## src/rtl/instr_fetch_unit.sv

```systemverilog
// instr_fetch_unit: non-speculative fetch stage owning the PC, one request in flight,
// instruction register toward decode. Optional misaligned-redirect trap: IFU_MISALIGN_TRAP_EN.
module instr_fetch_unit #(
   parameter int              XLEN     = 32,
   parameter logic [XLEN-1:0] RESET_PC = 32'h0000_0000
) (
   input  logic            clk,
   input  logic            reset,
   output logic            imem_req,
   output logic [XLEN-1:0] imem_addr,
   input  logic            imem_gnt,
   input  logic            imem_rvalid,
   input  logic [31:0]     imem_rdata,
   output logic            instr_valid,
   input  logic            instr_ready,
   output logic [31:0]     instr,
   output logic [XLEN-1:0] instr_pc,
   output logic [6:0]      op,
   output logic [2:0]      funct3,
   output logic [6:0]      funct7,
   input  logic            pc_src,
   input  logic [XLEN-1:0] pc_target,
`ifdef IFU_MISALIGN_TRAP_EN
   output logic            misalign_trap,
`endif
   output logic [31:0]     instr_count
);

   localparam logic [XLEN-1:0] PC_STEP    = XLEN'(3'd4);
   localparam logic [XLEN-1:0] ALIGN_MASK = ~(XLEN'(2'b11));
   localparam logic [31:0]     NOP_INSTR  = 32'h0000_0013;

   typedef enum logic [2:0] {
      S_IDLE  = 3'd0,
      S_REQ   = 3'd1,
      S_WAIT  = 3'd2,
`ifdef IFU_MISALIGN_TRAP_EN
      S_HALT  = 3'd4,
`endif
      S_VALID = 3'd3
   } state_t;

   state_t          state_r;
   logic [XLEN-1:0] pc_r;
   logic [XLEN-1:0] next_pc_s;

   // Next PC for an accepted instruction: redirect target or sequential, wrapping naturally.
   always_comb begin
      if (pc_src) begin
`ifdef IFU_MISALIGN_TRAP_EN
         next_pc_s = pc_target;
`else
         next_pc_s = pc_target & ALIGN_MASK;
`endif
      end else begin
         next_pc_s = pc_r + PC_STEP;
      end
   end

`ifdef IFU_MISALIGN_TRAP_EN
   logic misalign_s;
   assign misalign_s = pc_src && (pc_target[1:0] != 2'b00);
`endif

   assign op     = instr[6:0];
   assign funct3 = instr[14:12];
   assign funct7 = instr[31:25];

   // Fetch FSM with all handshake outputs registered.
   always_ff @(posedge clk) begin
      if (reset) begin
         state_r     <= S_IDLE;
         pc_r        <= RESET_PC;
         imem_req    <= 1'b0;
         imem_addr   <= RESET_PC;
         instr       <= NOP_INSTR;
         instr_pc    <= RESET_PC;
         instr_valid <= 1'b0;
         instr_count <= 32'd0;
`ifdef IFU_MISALIGN_TRAP_EN
         misalign_trap <= 1'b0;
`endif
      end else begin
         case (state_r)
            S_IDLE: begin
               state_r   <= S_REQ;
               imem_req  <= 1'b1;
               imem_addr <= pc_r;
            end
            S_REQ: begin
               if (imem_gnt) begin
                  state_r  <= S_WAIT;
                  imem_req <= 1'b0;
               end
            end
            S_WAIT: begin
               // Only data returned while waiting belongs to our single outstanding request.
               if (imem_rvalid) begin
                  state_r     <= S_VALID;
                  instr       <= imem_rdata;
                  instr_pc    <= pc_r;
                  instr_valid <= 1'b1;
               end
            end
            S_VALID: begin
               if (instr_ready) begin
                  instr_valid <= 1'b0;
                  instr_count <= instr_count + 32'd1;
`ifdef IFU_MISALIGN_TRAP_EN
                  if (misalign_s) begin
                     state_r       <= S_HALT;
                     misalign_trap <= 1'b1;
                  end else begin
                     state_r   <= S_REQ;
                     pc_r      <= next_pc_s;
                     imem_req  <= 1'b1;
                     imem_addr <= next_pc_s;
                  end
`else
                  state_r   <= S_REQ;
                  pc_r      <= next_pc_s;
                  imem_req  <= 1'b1;
                  imem_addr <= next_pc_s;
`endif
               end
            end
`ifdef IFU_MISALIGN_TRAP_EN
            S_HALT: begin
               imem_req    <= 1'b0;
               instr_valid <= 1'b0;
            end
`endif
            default: begin
               state_r     <= S_IDLE;
               imem_req    <= 1'b0;
               instr_valid <= 1'b0;
            end
         endcase
      end
   end

endmodule

```

## config.mk

```make
export PLATFORM = sky130hd
export DESIGN_NAME = instr_fetch_unit
export DESIGN_NICKNAME = d
export VERILOG_FILES = /design/src/rtl/instr_fetch_unit.sv
export SDC_FILE = /design/constraint.sdc
export NUM_CORES = 1
export LEC_CHECK = 0
export CAP_MARGIN = 20
export CORE_MARGIN = 4
export CORE_UTILIZATION = 53
export CTS_BUF_LIST = sky130_fd_sc_hd__clkbuf_8 sky130_fd_sc_hd__clkbuf_16
export CTS_CLUSTER_DIAMETER = 30
export CTS_CLUSTER_SIZE = 14
export DETAILED_ROUTE_END_ITERATION = 16
export PLACE_DENSITY = 0.95
export SYNTH_ARGS = -nofsm -noshare
export SYNTH_HDL_FRONTEND = slang
export SYNTH_SLANG_ARGS = --single-unit
```

## constraint.sdc

```tcl
create_clock -name clk -period 3.8 [get_ports clk]
set_input_delay 0.76 -clock clk [delete_from_list [all_inputs] [get_ports clk]]
set_output_delay 0.76 -clock clk [all_outputs]
set_load 0.02 [all_outputs]
```

Word-level counts from Yosys, hierarchy flattened. Cells that the tools add are included.

Output and inout bits: 147. Word-level logic and storage cells: 40. Input port bits: 70. Bits in registers: 165.

Muxes and demuxes: 13. Reductions and logical operators: 9. Bitwise gates (word level): 2. Equality and inequality tests: 6. $add $sub $neg: 2.

Operators with widths (count): 2-to-1 mux 32 bit (2); case mux 32 bit (2 select lines) (1); adder 32 x 1 -> 32 bit (second input constant) (1); adder 32 x 3 -> 32 bit (second input constant) (1); case mux 3 bit (4 select lines) (1); 2-to-1 mux 3 bit (3); AND reduction 3 bit (3); == test 3 x 2 -> 1 bit (second input constant) (2); != test 2 bit (second input constant) (3); AND reduction 2 bit (3); 2-to-1 mux 1 bit (4); case mux 1 bit (4 select lines) (1); == test 3 x 1 -> 1 bit (second input constant) (1); zero test 3 bit (1); case mux 1 bit (3 select lines) (1); inverter 1 bit (2); nonzero test 2 bit (1); OR reduction 2 bit (1).

Longest topological paths before layout.
Depth in word-level cells: 4. Gate-level depth with buffers: 8. Mapped depth without buffers: 7.

Least setup slack after synthesis. No wires, ideal clock.

Path type: input to register. Start point: in instr_ready. End point: reg instr_count[31]. Path buffers: 2. Data required time: 3679 ps. Setup slack: 1387 ps. Cell stages on the path: 7. Arrival time: 2292 ps. Setup time: 121 ps. Cell sequence: buf_2 -> nand2_1 -> or2_2 -> clkbuf_1 -> or3_1 -> nor4_1 -> mux2_2.

Cells in the longest elaborated chain, start to end: 1.

RTL lines: start, declared (line 15) `input logic instr_ready,`; AND reduction 2 bit (no source line); end signal, assigned (line 108) `instr_count <= instr_count + 32'd1;`; end, declared (line 26) `output logic [31:0] instr_count`.

No other way between the ends. A chain may end at the register's enable or synchronous reset.

Worst setup path after layout.
Start point: reg pc_r[5]. End point: reg imem_addr[20].

Cells in the longest elaborated chain, start to end: 4.

RTL lines: start, declared (line 44) `logic [XLEN-1:0] pc_r;`; start signal, assigned (line 121) `pc_r <= next_pc_s;`; adder 32 x 3 -> 32 bit (line 56) `next_pc_s = pc_r + PC_STEP;`; 2-to-1 mux 32 bit (line 49) `if (pc_src) begin`; 2-to-1 mux 32 bit (line 106) `if (instr_ready) begin`; case mux 32 bit (2 select lines) (line 84) `case (state_r)`; end signal, assigned (line 88) `imem_addr <= pc_r;`; end signal, assigned (line 123) `imem_addr <= next_pc_s;`; end, declared (line 10) `output logic [XLEN-1:0] imem_addr,`.

No other way between the ends. The select of a mux whose other input is x is not followed.

==> metrics <==
status=finished, final reports clean; largest net degree at the start of global routing=54; vias in the first global route=about 8,000; Setup violations, final=0; RSZ-0062 raised after global routing=false; number of clock sinks=164; RR Endpoint=imem_addr[20]; Post-Place Worst Slack=0.791 ns; Setup crit end kind=register; Wirelength per Cell=18.1 um; Most Frequent Cell on Critical Path=or4_1; row cnt=44; most frequent cells after synthesis=nand2_1, dfxtp_1, a21oi_1; critical path class=register to register; port bufs=214; most common cell in the netlist=nand2_1; Ys Warns=0; critical path's top delay family=simple AND/OR/NAND/NOR gates; Post-synth EDFFs=0; final-stage net count=1,260; Synth Register Bits=approximately 160; All-Layer GR Usage=0.287; post-route cell area=10,600 um^2; largest family of logic cells by synthesized area=simple AND/OR/NAND/NOR gates; Clock power frac=0.362; Setup Skew=0.0239 ns; worst-margin pin slew=roughly 0.67 ns; relative slew slack=0.549; reg2reg start=pc_r[5]; Resized Gates After CTS=0; startpoint types=register; clock tree buffer depth=2; LEAKAGE=3.57 nW; core area=14,600 um^2; Mapped Nets=roughly 1,100; Finished Core Util=0.725; dpl cells=1,348; Worst-Skew Late Latency=0.44 ns; top cells by area in the synthesized netlist=dfxtp_1, nand2_1, a21oi_1, nor2_1, clkbuf_1; Simple-Gate Fraction of Synth Area=0.256; CP max stage cell=or4_1; Sw Ratio=0.325; sequential fraction of design power=0.390; xor-xnor portion of the synthesized cell area=0.0429; max incr delay on CP=0.84 ns; Critical Path, Cell by Cell=nand4_2, or4_1, or4_1, a21o_1, a21oi_2; Adder-Cell Fraction of Synth Area=0.0110; layout cells sized above 1=0.0569; Synth top area share=0.413; area grow syn2layout=33.3%; H-tree depth=4; Ports=217; Top FF cell, synth=dfxtp_1; post-route ant nets=0; crit path time final=2.61 ns; # hold bufs at CTS=0; Fmax achieved=~380 MHz; unique cell type count in the Yosys netlist=59; Critical Path End=imem_addr[20]; Worst Path Required=about 4.2 ns; Post-CTS Setup Bufs=0; Tightest Hold Check Type=register to register; Net Switching=roughly 1.6 mW; R2R Setup Slk=1.19 ns; crit path launch=pc_r[5]; drt first-iter violations=slightly below 900; period utilisation layout=0.687; CTS buffer count=17; DP Area=10000 um^2; Worst-path clk slew=about 0.070 ns; vias per inst=6.03; DP HPWL=approximately 17,000 um; Die Span X=between 100 and 150 um; DR DRC count=0; GP Congestion=around 0.86; DIE AREA=17,000 um^2; GRT overflow=0; max-slew violations=0; initial core utilization=0.543; Cell Count, Final, Fillers Out=1,381; VDD IR-drop max=slightly above 400 uV; Buf/Inv on CP=0; first-pass GRT wire length=39,200 um; CTS tree=yes; Setup TNS=0 ns; arrival time worst endpoint=between 2 and 3 ns; maxcap violations=0; power per standard cell area=approximately 460 nW/um^2; Die Ht=131 um; sequential fraction of the synthesis area=0.413; Post-Syn Area per Cell=7.62 um^2; compound-cell area share of the yosys netlist=0.196; synthesized instance count=1,044; cell taking the most area after synthesis=dfxtp_1; Logic pwr share=0.248; critical-path maximum fanout=16; final hold violation count=0; DRT Pass-1 Iters=6; R2R cell count=5; initial antenna violation count=0; Vias=8,325; mux cell area share after synthesis=0.00896; setup slack after layout=1.19 ns; stages on the worst setup path=5; total internal power=approximately 3.3 mW; Post-Route WL=25,000 um; Async S/R FF share, synth=0; synthesized area=roughly 8000 um^2; Clock Root Buffer=clkbuf_16
-- cells by family after synthesis --
logic type,count (synthesis)
buffers and inverters,133
AOI/OAI and AO/OA,250
xor gates and xnor gates,39
muxes,7
and+or+nand+nor,444
DFF,164
adders and majority gates,7
-- placed cells by master, fill, tap and decap left out, drive strengths merged, types with 3 or more instances in the layout --
master	Yosys	layout
buf	44	22
a211oi	5	5
o31ai	7	7
ha	7	7
o221ai	12	12
o41ai	5	5
xor2	19	19
a31oi	11	11
o211ai	3	3
and4	8	8
nand4	22	22
o22ai	4	4
o21ai	35	35
a21oi	111	111
nor2b	7	7
dfxtp	164	164
a21o	9	9
nand2	203	203
clkdlybuf4s50	0	212
and3	10	10
xnor2	20	20
clkbuf	70	20
or4	6	6
nor4	19	19
a32o	3	3
nor3	23	23
a31o	3	3
nor2	80	80
nand2b	5	5
nand3	41	41
a22o	5	5
clkinvlp	0	5
a311oi	3	3
mux2i	6	6
a22oi	14	14
o311ai	4	4
or3	8	8
and2	7	7
inv	18	22
-- state kept, by name, indices dropped and copies added (netlist names) --
| register | cells |
|---|---|
| imem_addr | 32 |
| instr | 32 |
| instr_count | 32 |
| instr_pc | 32 |
| pc_r | 32 |
| state_r | 2 |
| imem_req | 1 |
| instr_valid | 1 |
-- metrics by stage --
stage	total power [mW]	hold slack [ns]
2_1_floorplan	2.63	0.441
3_3_place_gp	3.12	0.437
3_5_place_dp	3.15	0.444
4_1_cts	4.90	0.452
5_1_grt	5.10	0.471
6_report	4.91	0.453
-- worst min-delay path, cell delays in order, from the launching register on --
cell and delay (ns):
dfxtp_1 0.31, nand2_1 0.05, a21oi_1 0.05
-- how the worst min path moves through the flow --
stage                             start             to  slack [ns]  cells past startpoint
after CTS                 imem_addr[13]  imem_addr[13]        0.45                      2
after global placement    imem_addr[23]  imem_addr[23]        0.44                      1
after floorplan                 pc_r[0]    instr_pc[0]        0.44                      2
after global routing          instr[20]      instr[20]        0.47                      2
after detailed placement  imem_addr[23]  imem_addr[23]        0.44                      1
final                       instr_pc[3]    instr_pc[3]        0.45                      2
-- area by class of cell --
type | count | area, um^2
flip-flops and latches | 164 | 3280
clock buffers | 20 | 467
inverters | 19 | 71.3
repair buffers | 234 | 2310
diodes | 1 | 2.50
clock inverters | 12 | 141
fillers | 1067 | 4030
well taps | 184 | 230
multi-input cells | 747 | 4110
-- power by group through the flow --
stage / Sequential (mW) / Clock [mW] / Combinational, mW
after floorplan: 2.01 / 0 / 0.614
final: 1.91 / 1.78 / 1.22
after global placement: 1.94 / 0 / 1.18
after detailed placement: 1.95 / 0 / 1.20
after global routing: 1.93 / 1.86 / 1.31
after CTS: 1.91 / 1.79 / 1.21
-- metal layers --
layer / up-vias / GRT usage / share of wire
li1: 3913 / - / -
met3: 69 / 0.0825 / 0.10
met2: 469 / 0.488 / 0.49
met1: 3874 / 0.345 / 0.38
met4: 0 / 0.105 / 0.026
met5: - / 0 / 0
Note: power is estimated with default switching activity, not from simulation.
